<file path="config.mk">
export PLATFORM = sky130hd
export DESIGN_NAME = pixel_gen_pipe
export DESIGN_NICKNAME = d
export VERILOG_FILES = /design/src/rtl/pixel_gen_pipe.sv
export SDC_FILE = /design/constraint.sdc
export NUM_CORES = 1
export LEC_CHECK = 0
export BUFFER_PORTS_ARGS = -buffer_cell sky130_fd_sc_hd__buf_2
export CORE_MARGIN = 2
export CORE_UTILIZATION = 45
export CTS_CLUSTER_DIAMETER = 30
export DETAILED_ROUTE_END_ITERATION = 6
export PLACE_DENSITY = 0.62
export SLEW_MARGIN = 30
export SYNTH_ARGS = -nofsm -noshare
export SYNTH_HDL_FRONTEND = slang
export SYNTH_SLANG_ARGS = --single-unit
</file>
<file path="constraint.sdc">
create_clock -name clk -period 8.8 [get_ports clk]
set_clock_uncertainty 0.2 [all_clocks]
set_input_delay 1.76 -clock clk [delete_from_list [all_inputs] [get_ports clk]]
set_output_delay 1.76 -clock clk [all_outputs]
set_load 0.02 [all_outputs]
</file>
<file path="src/rtl/pixel_gen_pipe.sv">
// Pipelined pixel generator: basketball, rim, backboard and pole over black.
// Output is registered with a fixed two-cycle latency from pixel inputs.
module pixel_gen_pipe #(
  parameter int unsigned COORD_W      = 10,
  parameter int unsigned RGB_W        = 12,
  parameter int unsigned V_RES        = 480,
  parameter int unsigned BALL_R       = 8,
  parameter int unsigned BALL_X0      = 320,
  parameter int unsigned BALL_Y0      = 240,
  parameter int unsigned HOOP_Y       = 256,
  parameter int unsigned RIM_X        = 600,
  parameter int unsigned RIM_W        = 24,
  parameter int unsigned BOARD_X      = 624,
  parameter int unsigned POLE_X       = 628,
  parameter int unsigned POLE_W       = 8,
  parameter int unsigned FLASH_FRAMES = 8
) (
  input  logic               clk,
  input  logic               rst_n,
  input  logic [COORD_W-1:0] pixel_x,
  input  logic [COORD_W-1:0] pixel_y,
  input  logic               video_on,
  input  logic               frame_tick,
  input  logic [COORD_W-1:0] ball_x,
  input  logic [COORD_W-1:0] ball_y,
  input  logic               score_pulse,
  output logic [RGB_W-1:0]   rgb_out,
  output logic               video_on_out
);

  localparam int unsigned SQ_W = 2 * COORD_W + 2;
  localparam int unsigned FC_W = $clog2(FLASH_FRAMES + 1);

  // Region bounds, all inclusive
  localparam logic [COORD_W-1:0] RIM_X_LO  = COORD_W'(RIM_X);
  localparam logic [COORD_W-1:0] RIM_X_HI  = COORD_W'(RIM_X + RIM_W - 1);
  localparam logic [COORD_W-1:0] RIM_Y_LO  = COORD_W'(HOOP_Y);
  localparam logic [COORD_W-1:0] RIM_Y_HI  = COORD_W'(HOOP_Y + 3);
  localparam logic [COORD_W-1:0] BRD_X_LO  = COORD_W'(BOARD_X);
  localparam logic [COORD_W-1:0] BRD_X_HI  = COORD_W'(BOARD_X + 3);
  localparam logic [COORD_W-1:0] BRD_Y_LO  = COORD_W'(HOOP_Y - 40);
  localparam logic [COORD_W-1:0] BRD_Y_HI  = COORD_W'(HOOP_Y + 8);
  localparam logic [COORD_W-1:0] POLE_X_LO = COORD_W'(POLE_X);
  localparam logic [COORD_W-1:0] POLE_X_HI = COORD_W'(POLE_X + POLE_W - 1);
  localparam logic [COORD_W-1:0] POLE_Y_LO = COORD_W'(HOOP_Y);
  localparam logic [COORD_W-1:0] POLE_Y_HI = COORD_W'(V_RES - 1);

  localparam logic [SQ_W-1:0] R_SQ = SQ_W'(BALL_R * BALL_R);
  localparam logic [FC_W-1:0] FC_LOAD = FC_W'(FLASH_FRAMES);

  localparam logic [RGB_W-1:0] C_BALL  = RGB_W'(12'hF80);
  localparam logic [RGB_W-1:0] C_RIM   = RGB_W'(12'hF00);
  localparam logic [RGB_W-1:0] C_FLASH = RGB_W'(12'hFF0);
  localparam logic [RGB_W-1:0] C_BOARD = RGB_W'(12'hFFF);
  localparam logic [RGB_W-1:0] C_POLE  = RGB_W'(12'hAAA);
  localparam logic [RGB_W-1:0] C_BG    = '0;

  logic [COORD_W-1:0]        act_x, act_y;
  logic [FC_W-1:0]           flash_cnt;

  logic [COORD_W-1:0]        s1_x, s1_y;
  logic                      s1_von;
  logic signed [COORD_W:0]   s1_dx, s1_dy;

  logic signed [SQ_W-1:0]    dx_ext, dy_ext;
  logic [SQ_W-1:0]           dx_sq, dy_sq;
  logic                      hit_ball, hit_rim, hit_board, hit_pole;
  logic [RGB_W-1:0]          rgb_next;

  // Active ball position: only updated on the frame tick so a frame never tears
  always_ff @(posedge clk or negedge rst_n) begin
    if (!rst_n) begin
      act_x <= COORD_W'(BALL_X0);
      act_y <= COORD_W'(BALL_Y0);
    end else if (frame_tick) begin
      act_x <= ball_x;
      act_y <= ball_y;
    end
  end

  // Rim flash counter: score loads (beats a same-cycle tick), tick decrements to 0
  always_ff @(posedge clk or negedge rst_n) begin
    if (!rst_n) begin
      flash_cnt <= '0;
    end else if (score_pulse) begin
      flash_cnt <= FC_LOAD;
    end else if (frame_tick && (flash_cnt != '0)) begin
      flash_cnt <= flash_cnt - 1'b1;
    end
  end

  // Stage 1: capture pixel and signed offsets from the ball centre (one extra bit, no wrap)
  always_ff @(posedge clk or negedge rst_n) begin
    if (!rst_n) begin
      s1_x   <= '0;
      s1_y   <= '0;
      s1_von <= 1'b0;
      s1_dx  <= '0;
      s1_dy  <= '0;
    end else begin
      s1_x   <= pixel_x;
      s1_y   <= pixel_y;
      s1_von <= video_on;
      s1_dx  <= $signed({1'b0, pixel_x}) - $signed({1'b0, act_x});
      s1_dy  <= $signed({1'b0, pixel_y}) - $signed({1'b0, act_y});
    end
  end

  // Stage 2 combinational: circle test, region tests and priority colour select
  always_comb begin
    dx_ext    = SQ_W'(s1_dx);
    dy_ext    = SQ_W'(s1_dy);
    dx_sq     = dx_ext * dx_ext;
    dy_sq     = dy_ext * dy_ext;
    hit_ball  = (dx_sq + dy_sq) <= R_SQ;
    hit_rim   = (s1_x >= RIM_X_LO)  && (s1_x <= RIM_X_HI)  &&
                (s1_y >= RIM_Y_LO)  && (s1_y <= RIM_Y_HI);
    hit_board = (s1_x >= BRD_X_LO)  && (s1_x <= BRD_X_HI)  &&
                (s1_y >= BRD_Y_LO)  && (s1_y <= BRD_Y_HI);
    hit_pole  = (s1_x >= POLE_X_LO) && (s1_x <= POLE_X_HI) &&
                (s1_y >= POLE_Y_LO) && (s1_y <= POLE_Y_HI);
    rgb_next  = C_BG;
    if (!s1_von)        rgb_next = C_BG;
    else if (hit_ball)  rgb_next = C_BALL;
    else if (hit_rim)   rgb_next = flash_cnt[0] ? C_FLASH : C_RIM;
    else if (hit_board) rgb_next = C_BOARD;
    else if (hit_pole)  rgb_next = C_POLE;
  end

  // Stage 2 register: colour and delayed video_on
  always_ff @(posedge clk or negedge rst_n) begin
    if (!rst_n) begin
      rgb_out      <= '0;
      video_on_out <= 1'b0;
    end else begin
      rgb_out      <= rgb_next;
      video_on_out <= s1_von;
    end
  end

endmodule
</file>
==> out/metrics.yaml <==
outcome: "finished clean"
final_cell_area_sq_mm: 0.0130
ys.flop_type: "dfrtp_1"
async_reset_ff_share_pct: 100
place.gp.congestion: 0.949
finalHoldViolCount: 0
mappedNetlistArea_sq_mm: 0.0119
tritoncts: "built"
avgSynthCellArea_sq_um: 9.73
dpl.hpwl_um: 22300
critPathLaunch: "s1_dy[10]$_DFF_PN0_"
ant_nets: 0
yosysWarningCount: 0
viasPerCell: 4.83
crit_chain: "buf_4, nand2_1, fa_1, inv_1, fa_1, inv_1, fa_1, inv_1, fa_1, fa_1, fa_1, inv_1, fa_1, inv_1, ha_1, nor3b_1, a221o_1, nor4b_1, o2111ai_1, or4_4, or4_4, o31ai_1"
r2r_cells: 22
cts_resized: 0
final_util_pct: 49.7
insertion_delay_ps: 330
grt_pass1_vias: 8516
maxCapViolCount: 0
core_sq_mm: 0.0261
drt_iter0_markers: 313
worstPathArrival_ps: 8100
drcViolationCount: 0
max_freq_mhz: 124
end_kind: "register"
crit_fanout: 15
overflow: 0
min_from: "s1_von$_DFF_PN0_"
netlist_instances: 1228
worst_slew_pin_slew_ps: 903
cp-start-kind: "register"
synth-edff-count: 0
slew_headroom_pct: 38.2
drt_pre_antenna_iters: 5
clkTransAtPathRegs_ps: 60
syn_nets: 1621
die_w_um: 167
grt_max_degree: 74
vias: 7836
root_buffer: "clkbuf_16"
synth.largest_area_cell: "fa_1"
synth.most_common_cell: "inv_1"
hold_path_depth: 0
ys_seq_elements: 73
ys_seq_area_share_pct: 15.4
dieArea_sq_mm: 0.0279
drive_gt1_share_pct: 8.23
critPathRequiredTime_ps: 8830
slew_violations: 0
slowest_stage: "fa_1"
antenna_found_initial: 0
fin_nets: 1676
port_buffers: 57
gr-usage-all-layers_pct: 19.3
htree_levels: 3
routed_wl_um: 25100
cts_sinks: 73
grt_pass1_wl_um: 42500
syn2layout_area_growth_pct: 8.46
initial_core_util_pct: 45.8
netlist_top_cells_count: "inv_1 (352), fa_1 (239), ha_1 (109), nand2_1 (94), dfrtp_1 (67)"
finalWorstPathRequiredPeriod_ps: 8060
cts_inserted_buffers: 9
wire_per_inst_um: 15.5
diodes: 0
setup_viol: 0
clock_path_buffers: 2
tns_ps: 0
holdBufCountCts: 0
die_y_um: 167
cts_setup_buffers: 0
rsz0062_at_grt: "false"
hold_class: "reg2reg"
io_pins: 58
r2r-start: "s1_dy[10]$_DFF_PN0_"
period_share_pct: 91.6
path_class: "reg2reg"
rows: 59
place_area_sq_mm: 0.0126
path_common_cell: "fa_1"
ys_types: 59
synthTopCellsByArea: "fa_1 (40%), dfrtp_1 (14%), ha_1 (11%)"
critPathMaxStageDelay_ps: 740
synth_top_area_share_pct: 40.0
[cell usage in the layout, fill, tap and decap left out, types with 4 or more instances in the layout]
cell type,n
nor2_1,45
nand3_1,6
nor4_1,4
o211ai_1,6
xnor2_1,30
fa_1,239
nand2b_1,9
a21o_1,8
o21a_1,4
dfstp_2,6
ha_1,109
or3_1,5
and3_1,4
dfrtp_1,67
inv_1,352
o21ai_0,38
buf_4,16
a21oi_1,22
and2_1,41
nor2b_1,30
nor3_1,4
clkbuf_16,9
nand2_1,94
o31ai_1,5
a21boi_0,4
buf_2,56
xor2_1,15
a31oi_1,8
[state kept, by name, indices dropped and copies added, names as in the netlist]
register,cells
rgb_out,7
flash_cnt,4
s1_dx,11
s1_x,8
s1_von,1
s1_dy,11
video_on_out,1
act_x,10
act_y,10
s1_y,10
[worst max-delay path, delay by kind of cell (launching register included)]
kind                       cells  cell delay [ps]
buffers and inverters          6              590
and+or+nand+nor                5             1670
DFF                            1              640
adders and majority gates      8             4180
AOI/OAI and AO/OA              3              680
[logic make-up (layout without fill, tap and decap cells)]
family | Yosys count | count (layout) | share of synthesized area [%]
buf+inv | 381 | 441 | 12.1
fa+ha+maj | 348 | 348 | 51.5
simple gates | 257 | 257 | 10.8
compound gates | 117 | 117 | 6.22
flops | 73 | 73 | 15.4
xor+xnor | 47 | 47 | 3.62
mux | 5 | 5 | 0.450
[metrics by stage]
| stage | std cells | hold slack (ps) | setup slack (ps) |
|---|---|---|---|
| floorplan | 1228 | 174 | 1100 |
| global placement | 1607 | 253 | 912 |
| detailed placement | 1607 | 250 | 725 |
| CTS | 1623 | 265 | 719 |
| global route | 1623 | 281 | 356 |
| finish | 1623 | 255 | 736 |
[cell type report]
type | instances | area (sq um)
inverter | 352 | 1320
tap | 335 | 419
timing repair buffer | 73 | 412
fill | 2438 | 13100
clock buffer | 9 | 225
multi-input combinational | 774 | 8660
clock inverter | 7 | 83.8
sequential | 73 | 1830
[worst paths after layout]
| path | end | slack (ps) |
|---|---|---|
| max | rgb_out[9]$_DFF_PN0_ | 740 |
| min | video_on_out$_DFF_PN0_ | 250 |
| max reg2reg | rgb_out[9]$_DFF_PN0_ | 740 |
| min reg2reg | video_on_out$_DFF_PN0_ | 250 |
| max in group asynchronous | act_y[8]$_DFFE_PN0P_ | 6700 |
| min in group asynchronous | act_y[2]$_DFFE_PN0P_ | 1210 |
[routing by layer]
metal | vias to the layer above | track usage (%) | wire length, um
met5 | - | 0 | 0
li1 | 3760 | - | -
met2 | 116 | 35.1 | 13400
met3 | 15 | 1.31 | 631
met1 | 3945 | 25.7 | 10900
met4 | 0 | 3.22 | 264
Power is left out: the tool's default activity adds up to more than one toggle a clock period on the data nets, which glitch-free logic cannot reach.
